$ cat src/rtl/cov_monitor.sv
// cov_monitor: per-channel event/coverage counters with a cycle budget and a latched verdict.
// Optional build macro COV_MONITOR_STRICT_EN: over-coverage (covered > events) ends the run at once with code 3.
module cov_monitor #(
    parameter int unsigned NCHAN = 4,
    parameter int unsigned CNT_W = 16,
    parameter int unsigned CYC_W = 32,
    localparam int unsigned SEL_W = (NCHAN > 1) ? $clog2(NCHAN) : 1
) (
    input  logic             clk,
    input  logic             rst_n,
    input  logic [CYC_W-1:0] cfg_limit,
    input  logic [NCHAN-1:0] ev_valid,
    input  logic [NCHAN-1:0] chk_valid,
    input  logic [NCHAN-1:0] chk_pass,
    input  logic             endsim,
    input  logic [SEL_W-1:0] rd_sel,
    output logic [CNT_W-1:0] rd_events,
    output logic [CNT_W-1:0] rd_covered,
    output logic             done,
    output logic             pass,
    output logic [2:0]       code
);

    localparam logic [2:0] CODE_PASS      = 3'd1;
    localparam logic [2:0] CODE_NO_EVENTS = 3'd2;
    localparam logic [2:0] CODE_UNCOVERED = 3'd3;
    localparam logic [2:0] CODE_NO_ENDSIM = 3'd4;
    localparam logic [2:0] CODE_FAIL_CHK  = 3'd5;
    localparam logic [2:0] CODE_LATE_EV   = 3'd6;
    localparam logic [2:0] CODE_SATURATED = 3'd7;

    typedef enum logic [1:0] {ST_RUN, ST_EVAL, ST_DONE} state_t;

    state_t                      state_q, state_d;
    logic [CYC_W-1:0]            cyc_q, cyc_d;
    logic [NCHAN-1:0][CNT_W-1:0] ev_q, ev_d;
    logic [NCHAN-1:0][CNT_W-1:0] cov_q, cov_d;
    logic                        fin_q, fin_d;
    logic                        sat_q, sat_d;
    logic                        done_q, done_d;
    logic                        pass_q, pass_d;
    logic [2:0]                  code_q, code_d;

    logic [CYC_W-1:0] last_cyc;
    logic             fault_chk;
    logic             fault_late;
    logic             all_zero;
    logic             mism;
    logic [2:0]       eval_code;

    // A zero budget behaves like a budget of one cycle.
    assign last_cyc   = (cfg_limit == '0) ? '0 : cfg_limit - CYC_W'(1);
    assign fault_chk  = |(chk_valid & ~chk_pass);
    assign fault_late = fin_q & (|ev_valid);

    always_comb begin
        all_zero = 1'b1;
        mism     = 1'b0;
        for (int i = 0; i < NCHAN; i++) begin
            if (ev_q[i] != '0) all_zero = 1'b0;
            if (cov_q[i] != ev_q[i]) mism = 1'b1;
        end
        if (all_zero)    eval_code = CODE_NO_EVENTS;
        else if (mism)   eval_code = CODE_UNCOVERED;
        else if (sat_q)  eval_code = CODE_SATURATED;
        else if (!fin_q) eval_code = CODE_NO_ENDSIM;
        else             eval_code = CODE_PASS;
    end

`ifdef COV_MONITOR_STRICT_EN
    logic over;

    // Would a passing check this cycle push covered past events (including same-cycle events)?
    always_comb begin
        over = 1'b0;
        for (int i = 0; i < NCHAN; i++) begin
            if (chk_valid[i] && chk_pass[i] &&
                ((CNT_W+1)'(cov_q[i]) + (CNT_W+1)'(1) >
                 (CNT_W+1)'(ev_q[i]) + (CNT_W+1)'(ev_valid[i])))
                over = 1'b1;
        end
    end
`endif

    always_comb begin
        state_d = state_q;
        cyc_d   = cyc_q;
        ev_d    = ev_q;
        cov_d   = cov_q;
        fin_d   = fin_q;
        sat_d   = sat_q;
        done_d  = done_q;
        pass_d  = pass_q;
        code_d  = code_q;
        case (state_q)
            ST_RUN: begin
                for (int i = 0; i < NCHAN; i++) begin
                    if (ev_valid[i]) begin
                        if (ev_q[i] == '1) sat_d = 1'b1;
                        else               ev_d[i] = ev_q[i] + CNT_W'(1);
                    end
                    if (chk_valid[i] && chk_pass[i]) begin
                        if (cov_q[i] == '1) sat_d = 1'b1;
                        else                cov_d[i] = cov_q[i] + CNT_W'(1);
                    end
                end
                if (endsim) fin_d = 1'b1;
                if (cyc_q != '1) cyc_d = cyc_q + CYC_W'(1);
                if (fault_chk) begin
                    state_d = ST_DONE;
                    done_d  = 1'b1;
                    code_d  = CODE_FAIL_CHK;
                end else if (fault_late) begin
                    state_d = ST_DONE;
                    done_d  = 1'b1;
                    code_d  = CODE_LATE_EV;
`ifdef COV_MONITOR_STRICT_EN
                end else if (over) begin
                    state_d = ST_DONE;
                    done_d  = 1'b1;
                    code_d  = CODE_UNCOVERED;
`endif
                end else if (cyc_q == last_cyc) begin
                    state_d = ST_EVAL;
                end
            end
            ST_EVAL: begin
                state_d = ST_DONE;
                done_d  = 1'b1;
                code_d  = eval_code;
                pass_d  = (eval_code == CODE_PASS);
            end
            ST_DONE: ;
            default: state_d = ST_DONE;
        endcase
    end

    always_ff @(posedge clk or negedge rst_n) begin
        if (!rst_n) begin
            state_q <= ST_RUN;
            cyc_q   <= '0;
            ev_q    <= '0;
            cov_q   <= '0;
            fin_q   <= 1'b0;
            sat_q   <= 1'b0;
            done_q  <= 1'b0;
            pass_q  <= 1'b0;
            code_q  <= '0;
        end else begin
            state_q <= state_d;
            cyc_q   <= cyc_d;
            ev_q    <= ev_d;
            cov_q   <= cov_d;
            fin_q   <= fin_d;
            sat_q   <= sat_d;
            done_q  <= done_d;
            pass_q  <= pass_d;
            code_q  <= code_d;
        end
    end

    // Readback mux; selects at or beyond NCHAN read zero.
    always_comb begin
        rd_events  = '0;
        rd_covered = '0;
        for (int i = 0; i < NCHAN; i++) begin
            if (rd_sel == SEL_W'(i)) begin
                rd_events  = ev_q[i];
                rd_covered = cov_q[i];
            end
        end
    end

    assign done = done_q;
    assign pass = pass_q;
    assign code = code_q;

endmodule

$ cat config.mk
export PLATFORM = sky130hd
export DESIGN_NAME = cov_monitor
export DESIGN_NICKNAME = d
export VERILOG_FILES = /design/src/rtl/cov_monitor.sv
export SDC_FILE = /design/constraint.sdc
export NUM_CORES = 1
export LEC_CHECK = 0
export ABC_CLOCK_PERIOD_IN_PS = 4610
export CAP_MARGIN = 20
export CORE_UTILIZATION = 35
export DETAILED_ROUTE_END_ITERATION = 12
export GPL_TIMING_DRIVEN = 0
export HOLD_SLACK_MARGIN = 0.15
export SLEW_MARGIN = 10
export SYNTH_ARGS = -nofsm -noshare
export SYNTH_HDL_FRONTEND = slang
export SYNTH_SLANG_ARGS = --single-unit
$ cat constraint.sdc
create_clock -name clk -period 4.61 [get_ports clk]
set_input_delay 0.461 -clock clk [delete_from_list [all_inputs] [get_ports clk]]
set_output_delay 0.461 -clock clk [all_outputs]
set_load 0.05 [all_outputs]
==> results of run 1 <==
## layer usage
metal,up-vias,global-route usage (%),wire length (µm),share of wire [%]
met5,-,0,31,0.097
met4,4,6.29,700,2.2
met3,42,3.44,1790,5.6
met2,289,35.1,15400,48
met1,4192,28.6,13900,44
li1,3968,-,-,-
## state kept, by name, summed over array words and instances (netlist names)
signal / count
cyc_q: 32
done: 1
ev_q: 64
cov_q: 64
code: 3
fin_q: 1
state_q: 2
pass: 1
sat_q: 1
## placed cells by master (no fill, tap or decap), types with 36 or more instances in the layout
cell	instances
nand3_1	55
clkbuf_1	36
nor4_1	40
xor2_1	109
nand2_1	95
clkdlybuf4s50_1	81
dfrtp_1	169
nand4_1	48
xnor2_1	140
nor2_1	56
## worst paths after layout
path,startpoint,end,slack (ns),depth (start not counted)
max in group asynchronous,rst_n,cov_q[19],3.17,3
min in group asynchronous,rst_n,ev_q[56],0.55,2
hold / removal,done,done,0.49,1
hold reg to reg,done,done,0.49,1
setup / recovery,cfg_limit[0],state_q[0],1.02,12
setup reg to reg,cov_q[7],cov_q[9],1.53,9
## logic make-up (layout without fill, tap and decap cells)
group	after synthesis	in the layout	share of synthesized area (%)
and+or+nand+nor	435	435	23.4
xor gates and xnor gates	249	249	20.4
DFF	169	169	39.5
buffers and inverters	78	194	2.86
AOI/OAI and AO/OA	65	65	4.59
muxes	41	41	7.65
adders and majority gates	14	14	1.64
## layout make-up
class,count,area [µm²]
Buffer,46,186
Clock buffer,17,425
Clock inverter,15,149
Fill cell,2892,17200
Inverter,32,120
Multi-Input combinational cell,804,6170
Sequential cell,169,4230
Tap cell,390,488
Timing Repair Buffer,84,863
## metrics by stage
step                power, µW  hold WS, ns  setup TNS (ns)  area (µm²)
global placement         1710        0.456         -690.21       12000
global route             3200        0.491               0       12600
floorplan                1590        0.165               0       10700
finish                   3090        0.486               0       12600
CTS                      3120        0.486               0       12600
detailed placement       1710        0.435               0       12100
## cells in the mapped netlist (12+ instances only)
library cell,n
mux4_2,32
clkbuf_1,36
or3_1,12
nand4_1,48
nor2_1,56
xor2_1,109
xnor2_1,140
and3_1,29
and4_1,17
nand2_1,95
and2_1,16
nand3_1,55
inv_1,32
ha_1,14
dfrtp_1,169
nor4_1,40
nor3_1,15
## critical path, delay by kind of cell
family | cells | cell delay (ns)
simple gates | 6 | 1.63
buf+inv | 3 | 0.97
compound gates | 2 | 0.68
fa+ha+maj | 1 | 0.20
## power by group through the flow
stage	Sequential (µW)	Combinational, µW	Clock (µW)
4_1_cts	1480	198	1440
2_1_floorplan	1510	80.4	0
5_1_grt	1480	214	1500
3_5_place_dp	1510	197	0
3_3_place_gp	1510	193	0
6_report	1480	196	1410
==> load_flow_metrics.sql, run 1 <==
INSERT INTO impl_metrics (metric_group, metric, value, unit) VALUES
('outcome', 'run_status', 'finished clean', ''),
('detailed_routing', 'drt-total-wl', '31.8', 'mm'),
('layout', 'layout-area-overhead-vs-synth', '18.0', '%'),
('clock_network', 'cts_hold_buffers', '1', ''),
('place', 'post-place-cells', '1524', ''),
('clock_network', 'root_buffer', 'clkbuf_16', ''),
('clock_network', 'tritoncts_clock_tree', 'done', ''),
('floorplan', 'count_of_standard_cell_rows', '63', ''),
('power_and_ir_drop', 'max-vdd-ir-drop', '191', 'µV'),
('clock_network', 'ctsResizeCount', '0', ''),
('synthesis', 'synth_largest_type_area_fraction', '39.5', '%'),
('floorplan', 'design.portCount', '86', ''),
('layout', 'post_route_core_utilization', '42.3', '%'),
('floorplan', 'start_util', '35.8', '%'),
('timing', 'grt_setup_unrepaired', 'false', ''),
('worst_setup_path', 'critPathMaxFanout', '10', ''),
('clock_network', 'buffers_inserted_by_post_cts_timing_repair', '0', ''),
('detailed_routing', 'number_of_nets_with_antenna_violations_after_detailed_routing', '0', ''),
('worst_setup_path', 'end_kind', 'flop', ''),
('clock_network', 'cts-htree-levels', '4', ''),
('synthesis', 'post_synth_num_cell_types', '67', ''),
('timing', 'finalCriticalPeriod', '3.59', 'ns'),
('worst_setup_path', 'critical_path.max_stage_delay', '0.53', 'ns'),
('synthesis', 'netlist_top_cells_area', 'dfrtp_1 39%, xnor2_1 11%, xor2_1 8.9%', ''),
('global_route', 'grt_pass1_wl', '49.9', 'mm'),
('power_and_ir_drop', 'p_int', '2290', 'µW'),
('timing', 'setup_ws_final', '1.02', 'ns'),
('detailed_routing', 'firstDrtPassIters', '5', ''),
('timing', 'timing.max_slew.rel_slack', '32.8', '%'),
('worst_setup_path', 'worst_setup_path_start_kind', 'input port', ''),
('global_route', 'grt_start_max_net_pins', '108', ''),
('synthesis', 'yosys_most_used_dff', 'dfrtp_1', ''),
('clock_network', 'numCtsBuffers', '17', ''),
('detailed_routing', 'via_count', '8495', ''),
('power_and_ir_drop', 'power.switching', '801', 'µW'),
('synthesis', 'seq_area_frac_synth', '39.5', '%'),
('layout', 'layout.nets', '1217', ''),
('power_and_ir_drop', 'power.sequential.fraction', '48.0', '%'),
('worst_setup_path', 'path_cells', 'clkdlybuf4s50_1 > inv_1 > ha_1 > nor3b_4 > nand4_4 > nor4_2 > buf_2 > nor2_1 > o32ai_1 > nand4_1 > nor4_1 > o2111a_1', ''),
('global_route', 'grt_remaining_overflow', '0', ''),
('clock_network', 'clkSlewWorstSetupHoldPaths', '0.07', 'ns'),
('layout', 'layout_cells_sized_above_1', '9.25', '%'),
('power_and_ir_drop', 'power.switching_fraction', '26.0', '%'),
('synthesis', 'synth-edff-count', '0', ''),
('place', 'port_buffers', '82', ''),
('synthesis', 'postSynthNetCount', '1114', ''),
('power_and_ir_drop', 'p_comb_share', '6.3', '%'),
('worst_setup_path', 'cp_slowest_cell', 'clkdlybuf4s50_1', ''),
('detailed_routing', 'wl_per_cell', '20.4', 'µm'),
('synthesis', 'number_of_warning_messages_in_the_yosys_log', '0', ''),
('timing', 'drv_slew', '0', ''),
('global_route', 'globalRouteTotalUtil', '21.3', '%'),
('global_route', 'antenna_found_initial', '2', ''),
('layout', 'antenna_cells_inserted', '0', ''),
('synthesis', 'synth.largest_area_cell', 'dfrtp_1', ''),
('detailed_routing', 'violation_count_after_the_first_detailed_routing_iteration', '809', ''),
('detailed_routing', 'via_count_normalized_by_instance_count', '5.46', ''),
('timing', 'report.final.setup_viol', '0', ''),
('worst_setup_path', 'timing.setup.critical_path_class', 'input port to flop', ''),
('worst_setup_path', 'required', '4.98', 'ns'),
('floorplan', 'area_of_the_core', '0.0299', 'mm²'),
('power_and_ir_drop', 'portion_of_total_power_attributed_to_the_clock_network', '45.6', '%'),
('layout', 'finalNonFillerCells', '1557', ''),
('place', 'dp_worst_setup_slack', '0.596', 'ns'),
('worst_setup_path', 'critical_path_data_arrival_time', '3.96', 'ns'),
('floorplan', 'die_width', '177', 'µm'),
('timing', 'timing_worst_slew_pin_value', '0.999', 'ns'),
('power_and_ir_drop', 'p_leak', '0.00557', 'µW'),
('synthesis', 'synth_async_sr_flop_share', '100', '%'),
('synthesis', 'ys_seq_elements', '169', ''),
('clock_network', 'worstSkewPairLatency', '0.44', 'ns');
Power figures use the tool's default switching activity.
==> inputs of run 2 (changes only) <==
ABC_CLOCK_PERIOD_IN_PS = 3000   (was 4610)
clock period = 3 ns   (was 4.61 ns; I/O delays follow)
==> load_flow_metrics.sql, run 2 (same netlist as run 1, synthesis figures left out) <==
INSERT INTO impl_metrics (metric_group, metric, value, unit) VALUES
('outcome', 'run_status', 'finished clean', ''),
('power_and_ir_drop', 'p_leak', '0.00565', 'µW'),
('global_route', 'grt_remaining_overflow', '0', ''),
('clock_network', 'numCtsBuffers', '17', ''),
('timing', 'timing.max_slew.rel_slack', '50.6', '%'),
('worst_setup_path', 'cp_slowest_cell', 'nor4_2', ''),
('layout', 'layout.nets', '1225', ''),
('global_route', 'grt_pass1_wl', '50.2', 'mm'),
('power_and_ir_drop', 'power_density', '372', 'mW/mm²'),
('power_and_ir_drop', 'power.switching', '1240', 'µW'),
('global_route', 'grt_start_max_net_pins', '108', ''),
('layout', 'layout_cells_sized_above_1', '11.3', '%'),
('detailed_routing', 'via_count', '8555', ''),
('layout', 'filler_cell_count', '2884', ''),
('detailed_routing', 'via_count_normalized_by_instance_count', '5.47', ''),
('detailed_routing', 'violation_count_after_the_first_detailed_routing_iteration', '706', ''),
('timing', 'finalHoldViolations', '0', ''),
('floorplan', 'design.portCount', '86', ''),
('floorplan', 'start_util', '35.8', '%'),
('timing', 'fin_hold_ws', '0.378', 'ns'),
('timing', 'timing_worst_slew_pin_value', '0.742', 'ns'),
('timing', 'grt_setup_unrepaired', 'false', ''),
('worst_setup_path', 'critPathMaxFanout', '7', ''),
('timing', 'finalCriticalPeriod', '2.84', 'ns'),
('global_route', 'first_global_vias', '8233', ''),
('layout', 'layout.area.seq', '0.00423', 'mm²'),
('global_route', 'globalRouteTotalUtil', '21.4', '%'),
('power_and_ir_drop', 'max-vdd-ir-drop', '299', 'µV'),
('clock_network', 'clockBufferDepth', '2', ''),
('floorplan', 'count_of_standard_cell_rows', '63', ''),
('power_and_ir_drop', 'p_int', '3510', 'µW'),
('job', 'max_cap_viol_count', '0', ''),
('timing', 'clock-skew-final', '0.0136', 'ns'),
('clock_network', 'cts-htree-levels', '4', ''),
('timing', 'setup_ws_final', '0.158', 'ns'),
('timing', 'timing.setup.tns', '0', 'ns'),
('timing', 'fmax', '352', 'MHz'),
('layout', 'layout-area-overhead-vs-synth', '19.4', '%'),
('timing', 'drv_slew', '0', ''),
('place', 'port_buffers', '82', ''),
('place', 'post-place-cells', '1524', ''),
('clock_network', 'tritoncts_clock_tree', 'done', ''),
('worst_setup_path', 'cell_family_contributing_the_most_delay_on_the_critical_path', 'simple AND/OR/NAND/NOR gates', ''),
('place', 'globalplace.congestion', '0.965', ''),
('worst_setup_path', 'timing.setup.critical_path_class', 'flop to flop', ''),
('layout', 'commonest_non_fill_non_tap_cells_in_the_layout', '168 x dfrtp_1, 140 x xnor2_1, 109 x xor2_1', ''),
('place', 'dp_worst_setup_slack', '-0.853', 'ns'),
('worst_setup_path', 'critical_path_data_arrival_time', '3.18', 'ns'),
('power_and_ir_drop', 'p_comb_share', '6.4', '%'),
('layout', 'largestRegisters', 'cov_q (64), ev_q (64), cyc_q (32)', ''),
('power_and_ir_drop', 'portion_of_total_power_attributed_to_the_clock_network', '45.6', '%'),
('detailed_routing', 'number_of_nets_with_antenna_violations_after_detailed_routing', '0', ''),
('detailed_routing', 'wl_per_cell', '20.5', 'µm'),
('layout', 'finalNonFillerCells', '1565', ''),
('clock_network', 'worstSkewPairLatency', '0.44', 'ns'),
('detailed_routing', 'drt-total-wl', '32.1', 'mm'),
('global_route', 'antenna_found_initial', '2', ''),
('worst_setup_path', 'worst_setup_path_start_kind', 'flop', ''),
('power_and_ir_drop', 'power.switching_fraction', '26.1', '%'),
('worst_setup_path', 'required', '3.34', 'ns'),
('place', 'dpl.hpwl', '24.9', 'mm'),
('floorplan', 'die_y', '177', 'µm'),
('floorplan', 'area_enclosed_by_the_die_boundary', '0.0313', 'mm²'),
('layout', 'antenna_cells_inserted', '0', ''),
('clock_network', 'clkSlewWorstSetupHoldPaths', '0.08', 'ns'),
('clock_network', 'root_buffer', 'clkbuf_16', ''),
('timing', 'final_min_period_over_clock_period', '94.7', '%'),
('floorplan', 'area_of_the_core', '0.0299', 'mm²'),
('hold_path', 'hold_path.class', 'input port to asynchronous set/reset pin', ''),
('layout', 'multi_input_area', '0.00625', 'mm²'),
('detailed_routing', 'firstDrtPassIters', '5', ''),
('worst_setup_path', 'path_cells', 'clkbuf_1 > xor2_1 > nor4_1 > nand4_1 > nor4_2 > nor2b_1 > and2_1 > a21oi_1 > mux2_2', ''),
('timing', 'report.final.setup_viol', '0', ''),
('worst_setup_path', 'timing.critical_path.buf_inv', '1', ''),
('power_and_ir_drop', 'power.sequential.fraction', '48.0', '%'),
('clock_network', 'cts_sinks', '169', ''),
('worst_setup_path', 'end_kind', 'flop', ''),
('detailed_routing', 'remaining_drc_errors', '0', ''),
('layout', 'layout_commonest_cell', 'dfrtp_1', ''),
('floorplan', 'die_width', '177', 'µm'),
('worst_setup_path', 'critical_path.max_stage_delay', '0.50', 'ns');
-- run 2: what timing repair did --
item	in CTS	in global routing
endpoints found under the setup margin	30	38
endpoints found under the hold margin	62	0
buffers inserted	1	7
pin swaps	0	5
hold buffers	1	0
gates resized for setup	9	16
-- run 2: path summary, 6_finish.rpt --
check / start / to / slack [ns] / cells after the start
worst min-delay path: rst_n / ev_q[56] / 0.38 / 2
min in group clk: endsim / fin_q / 0.47 / 2
worst max register to register: ev_q[12] / code[1] / 0.16 / 9
worst max-delay path: ev_q[12] / code[1] / 0.16 / 9
max in group asynchronous: rst_n / ev_q[32] / 1.71 / 3
worst min register to register: done / done / 0.49 / 1
-- run 2: area by class of cell --
type	instances	share of cell area (%)
clock buffers	17	3.33
plain buffers	46	1.56
repair buffers	92	7.24
well taps	390	3.82
clock inverters	15	1.16
multi-input cells	804	48.9
inverters	32	0.940
flip-flops and latches	169	33.1
-- run 2: power groups by stage --
stage	clock [µW]	combinational (µW)	sequential [µW]
5_1_grt	2310	334	2280
3_3_place_gp	0	296	2330
2_1_floorplan	0	124	2320
4_1_cts	2210	307	2280
3_5_place_dp	0	303	2320
6_report	2170	306	2280
-- run 2: worst register-to-register path, stage by stage, from the launching register on --
cell	delay (ns)
dfrtp_1	0.32
clkbuf_1	0.34
xor2_1	0.17
nor4_1	0.45
nand4_1	0.21
nor4_2	0.50
nor2b_1	0.25
and2_1	0.18
a21oi_1	0.05
mux2_2	0.27
-- run 2: routing by layer --
layer / track usage (%) / vias to the layer above / routed length, µm
met5: 0 / - / 24
met4: 7.65 / 4 / 986
met3: 2.88 / 58 / 1800
met2: 35.3 / 306 / 15300
met1: 28.7 / 4203 / 14000
li1: - / 3984 / -
-- run 2: stage by stage --
stage | power [µW] | utilization (%) | cell area (µm²)
4_1_cts | 4800 | 42.5 | 12700
6_report | 4750 | 42.8 | 12800
2_1_floorplan | 2450 | - | 10700
3_5_place_dp | 2630 | 40.3 | 12100
5_1_grt | 4920 | 42.8 | 12800
3_3_place_gp | 2620 | 40.2 | 12000
==> inputs of run 3 (changes only) <==
SETUP_SLACK_MARGIN = 0.4   (was unset)
==> load_flow_metrics.sql, run 3 (same netlist as run 1, synthesis figures left out) <==
INSERT INTO impl_metrics (metric_group, metric, value, unit) VALUES
('layout', 'filler_cell_count', '2848', ''),
('floorplan', 'count_of_standard_cell_rows', '63', ''),
('place', 'dp_worst_setup_slack', '-0.853', 'ns'),
('clock_network', 'root_buffer', 'clkbuf_16', ''),
('clock_network', 'cts_sinks', '169', ''),
('detailed_routing', 'via_count', '8607', ''),
('layout', 'largestRegisters', 'cov_q (64), ev_q (64), cyc_q (32)', ''),
('floorplan', 'die_width', '177', 'µm'),
('global_route', 'first_global_vias', '8295', ''),
('floorplan', 'start_util', '35.8', '%'),
('layout', 'layout_commonest_cell', 'dfrtp_1', ''),
('global_route', 'globalRouteTotalUtil', '21.5', '%'),
('floorplan', 'area_of_the_core', '0.0299', 'mm²'),
('layout', 'multi_input_area', '0.00650', 'mm²'),
('layout', 'commonest_non_fill_non_tap_cells_in_the_layout', '165 x dfrtp_1, 140 x xnor2_1, 109 x xor2_1', ''),
('timing', 'clock-skew-final', '0.0157', 'ns'),
('global_route', 'grt_remaining_overflow', '0', ''),
('job', 'max_cap_viol_count', '0', ''),
('outcome', 'run_status', 'finished clean', ''),
('worst_setup_path', 'end_kind', 'flop', ''),
('timing', 'fmax', '368', 'MHz'),
('place', 'globalplace.congestion', '0.965', ''),
('worst_setup_path', 'critical_path_data_arrival_time', '3.09', 'ns'),
('clock_network', 'tritoncts_clock_tree', 'done', ''),
('power_and_ir_drop', 'post-layout-total-power', '4770', 'µW'),
('clock_network', 'worstSkewPairLatency', '0.45', 'ns'),
('timing', 'setup_ws_final', '0.283', 'ns'),
('detailed_routing', 'drt-total-wl', '32.6', 'mm'),
('layout', 'layout.nets', '1244', ''),
('clock_network', 'cts-htree-levels', '4', ''),
('worst_setup_path', 'worst_setup_path_start_kind', 'input port', ''),
('clock_network', 'clockBufferDepth', '2', ''),
('hold_path', 'hold_path.class', 'input port to asynchronous set/reset pin', ''),
('global_route', 'antenna_found_initial', '2', ''),
('worst_setup_path', 'required', '3.37', 'ns'),
('timing', 'finalHoldViolations', '0', ''),
('timing', 'timing.setup.tns', '0', 'ns'),
('global_route', 'grt_start_max_net_pins', '108', ''),
('timing', 'drv_slew', '0', ''),
('place', 'detailed_place.area', '0.0121', 'mm²'),
('detailed_routing', 'via_count_normalized_by_instance_count', '5.43', ''),
('timing', 'finalCriticalPeriod', '2.72', 'ns'),
('layout', 'layout-area-overhead-vs-synth', '23.5', '%'),
('worst_setup_path', 'timing.setup.critical_path_class', 'input port to flop', ''),
('place', 'port_buffers', '82', ''),
('place', 'dpl.hpwl', '24.9', 'mm'),
('detailed_routing', 'firstDrtPassIters', '6', ''),
('power_and_ir_drop', 'p_leak', '0.00611', 'µW'),
('floorplan', 'area_enclosed_by_the_die_boundary', '0.0313', 'mm²'),
('power_and_ir_drop', 'max-vdd-ir-drop', '301', 'µV'),
('layout', 'post-route-cell-area', '0.0132', 'mm²'),
('global_route', 'grt_pass1_wl', '50.4', 'mm'),
('layout', 'layout.area.seq', '0.00423', 'mm²'),
('detailed_routing', 'remaining_drc_errors', '0', ''),
('timing', 'grt_setup_unrepaired', 'true', ''),
('detailed_routing', 'violation_count_after_the_first_detailed_routing_iteration', '748', ''),
('detailed_routing', 'number_of_nets_with_antenna_violations_after_detailed_routing', '0', ''),
('layout', 'layout_cells_sized_above_1', '17.4', '%'),
('detailed_routing', 'wl_per_cell', '20.6', 'µm'),
('clock_network', 'clkSlewWorstSetupHoldPaths', '0.07', 'ns'),
('clock_network', 'numCtsBuffers', '17', ''),
('timing', 'timing.max_slew.rel_slack', '62.8', '%'),
('layout', 'post_route_core_utilization', '44.3', '%'),
('worst_setup_path', 'critPathMaxFanout', '5', ''),
('timing', 'report.final.setup_viol', '0', ''),
('worst_setup_path', 'regToRegSetupSlack', '0.39', 'ns'),
('floorplan', 'design.portCount', '86', ''),
('layout', 'antenna_cells_inserted', '0', ''),
('timing', 'final_min_period_over_clock_period', '90.6', '%'),
('power_and_ir_drop', 'power_density', '360', 'mW/mm²'),
('timing', 'timing_worst_slew_pin_value', '0.558', 'ns'),
('floorplan', 'die_y', '177', 'µm');
run 3: cell types whose count changed in the layout (fill, tap and decap cells not counted), moves of 5 or more:
cell	delta
dlymetal6s2s_1	+6
clkbuf_2	+14
clkdlybuf4s50_1	-28
buf_4	+18
clkbuf_4	+5
nor4_4	+5
dlygate4sd2_1	+22
clkbuf_1	-20
run 3: timing repair:
item | 4_1_cts | 5_1_grt
hold endpoints to repair | 62 | 0
resized for setup | 66 | 83
hold buffers | 1 | 0
setup endpoints to repair | 112 | 92
pin swaps | 8 | 28
setup buffers | 9 | 18
run 3: where the power goes:
group / internal [µW] / switching [µW]
Combinational: 129 / 184
Clock: 1110 / 1060
Sequential: 2280 / 1.54
Total: 3520 / 1250
run 3: area by class of cell:
type | instances | area share, %
multi-input cells | 804 | 49.2
flip-flops and latches | 169 | 32.0
repair buffers | 111 | 8.01
well taps | 390 | 3.69
clock buffers | 17 | 3.22
plain buffers | 46 | 1.84
clock inverters | 15 | 1.13
inverters | 32 | 0.927
run 3: worst paths after layout:
path | cells after the start | to | from
setup / recovery | 10 | state_q[0] | cfg_limit[27]
hold / removal | 2 | ev_q[56] | rst_n
setup reg to reg | 8 | state_q[0] | cyc_q[18]
hold reg to reg | 1 | done | done
max in group asynchronous | 3 | ev_q[32] | rst_n
min in group clk | 2 | fin_q | endsim
run 3: per-layer routing:
layer,vias to the layer above,part of all wire [%],GRT usage (%)
li1,4018,-,-
met1,4253,44,28.7
met2,277,48,35.4
met3,55,5.4,2.96
met4,4,2.7,7.72
met5,-,0.095,0
run 3: worst max-delay path, stage by stage:
cell and delay (ns):
clkdlybuf4s50_1 0.54, nor4_2 0.42, nand3_2 0.20, nor4_4 0.40
buf_6 0.16, nor2_1 0.05, o32ai_2 0.35, nand4_1 0.16
nor4_2 0.27, o2111a_1 0.23
run 3: stage by stage:
stage | cells | hold WS (ns)
2_1_floorplan | 1051 | 0.00441
4_1_cts | 1566 | 0.397
6_report | 1584 | 0.378
3_5_place_dp | 1524 | 0.274
5_1_grt | 1584 | 0.418
3_3_place_gp | 1523 | 0.456
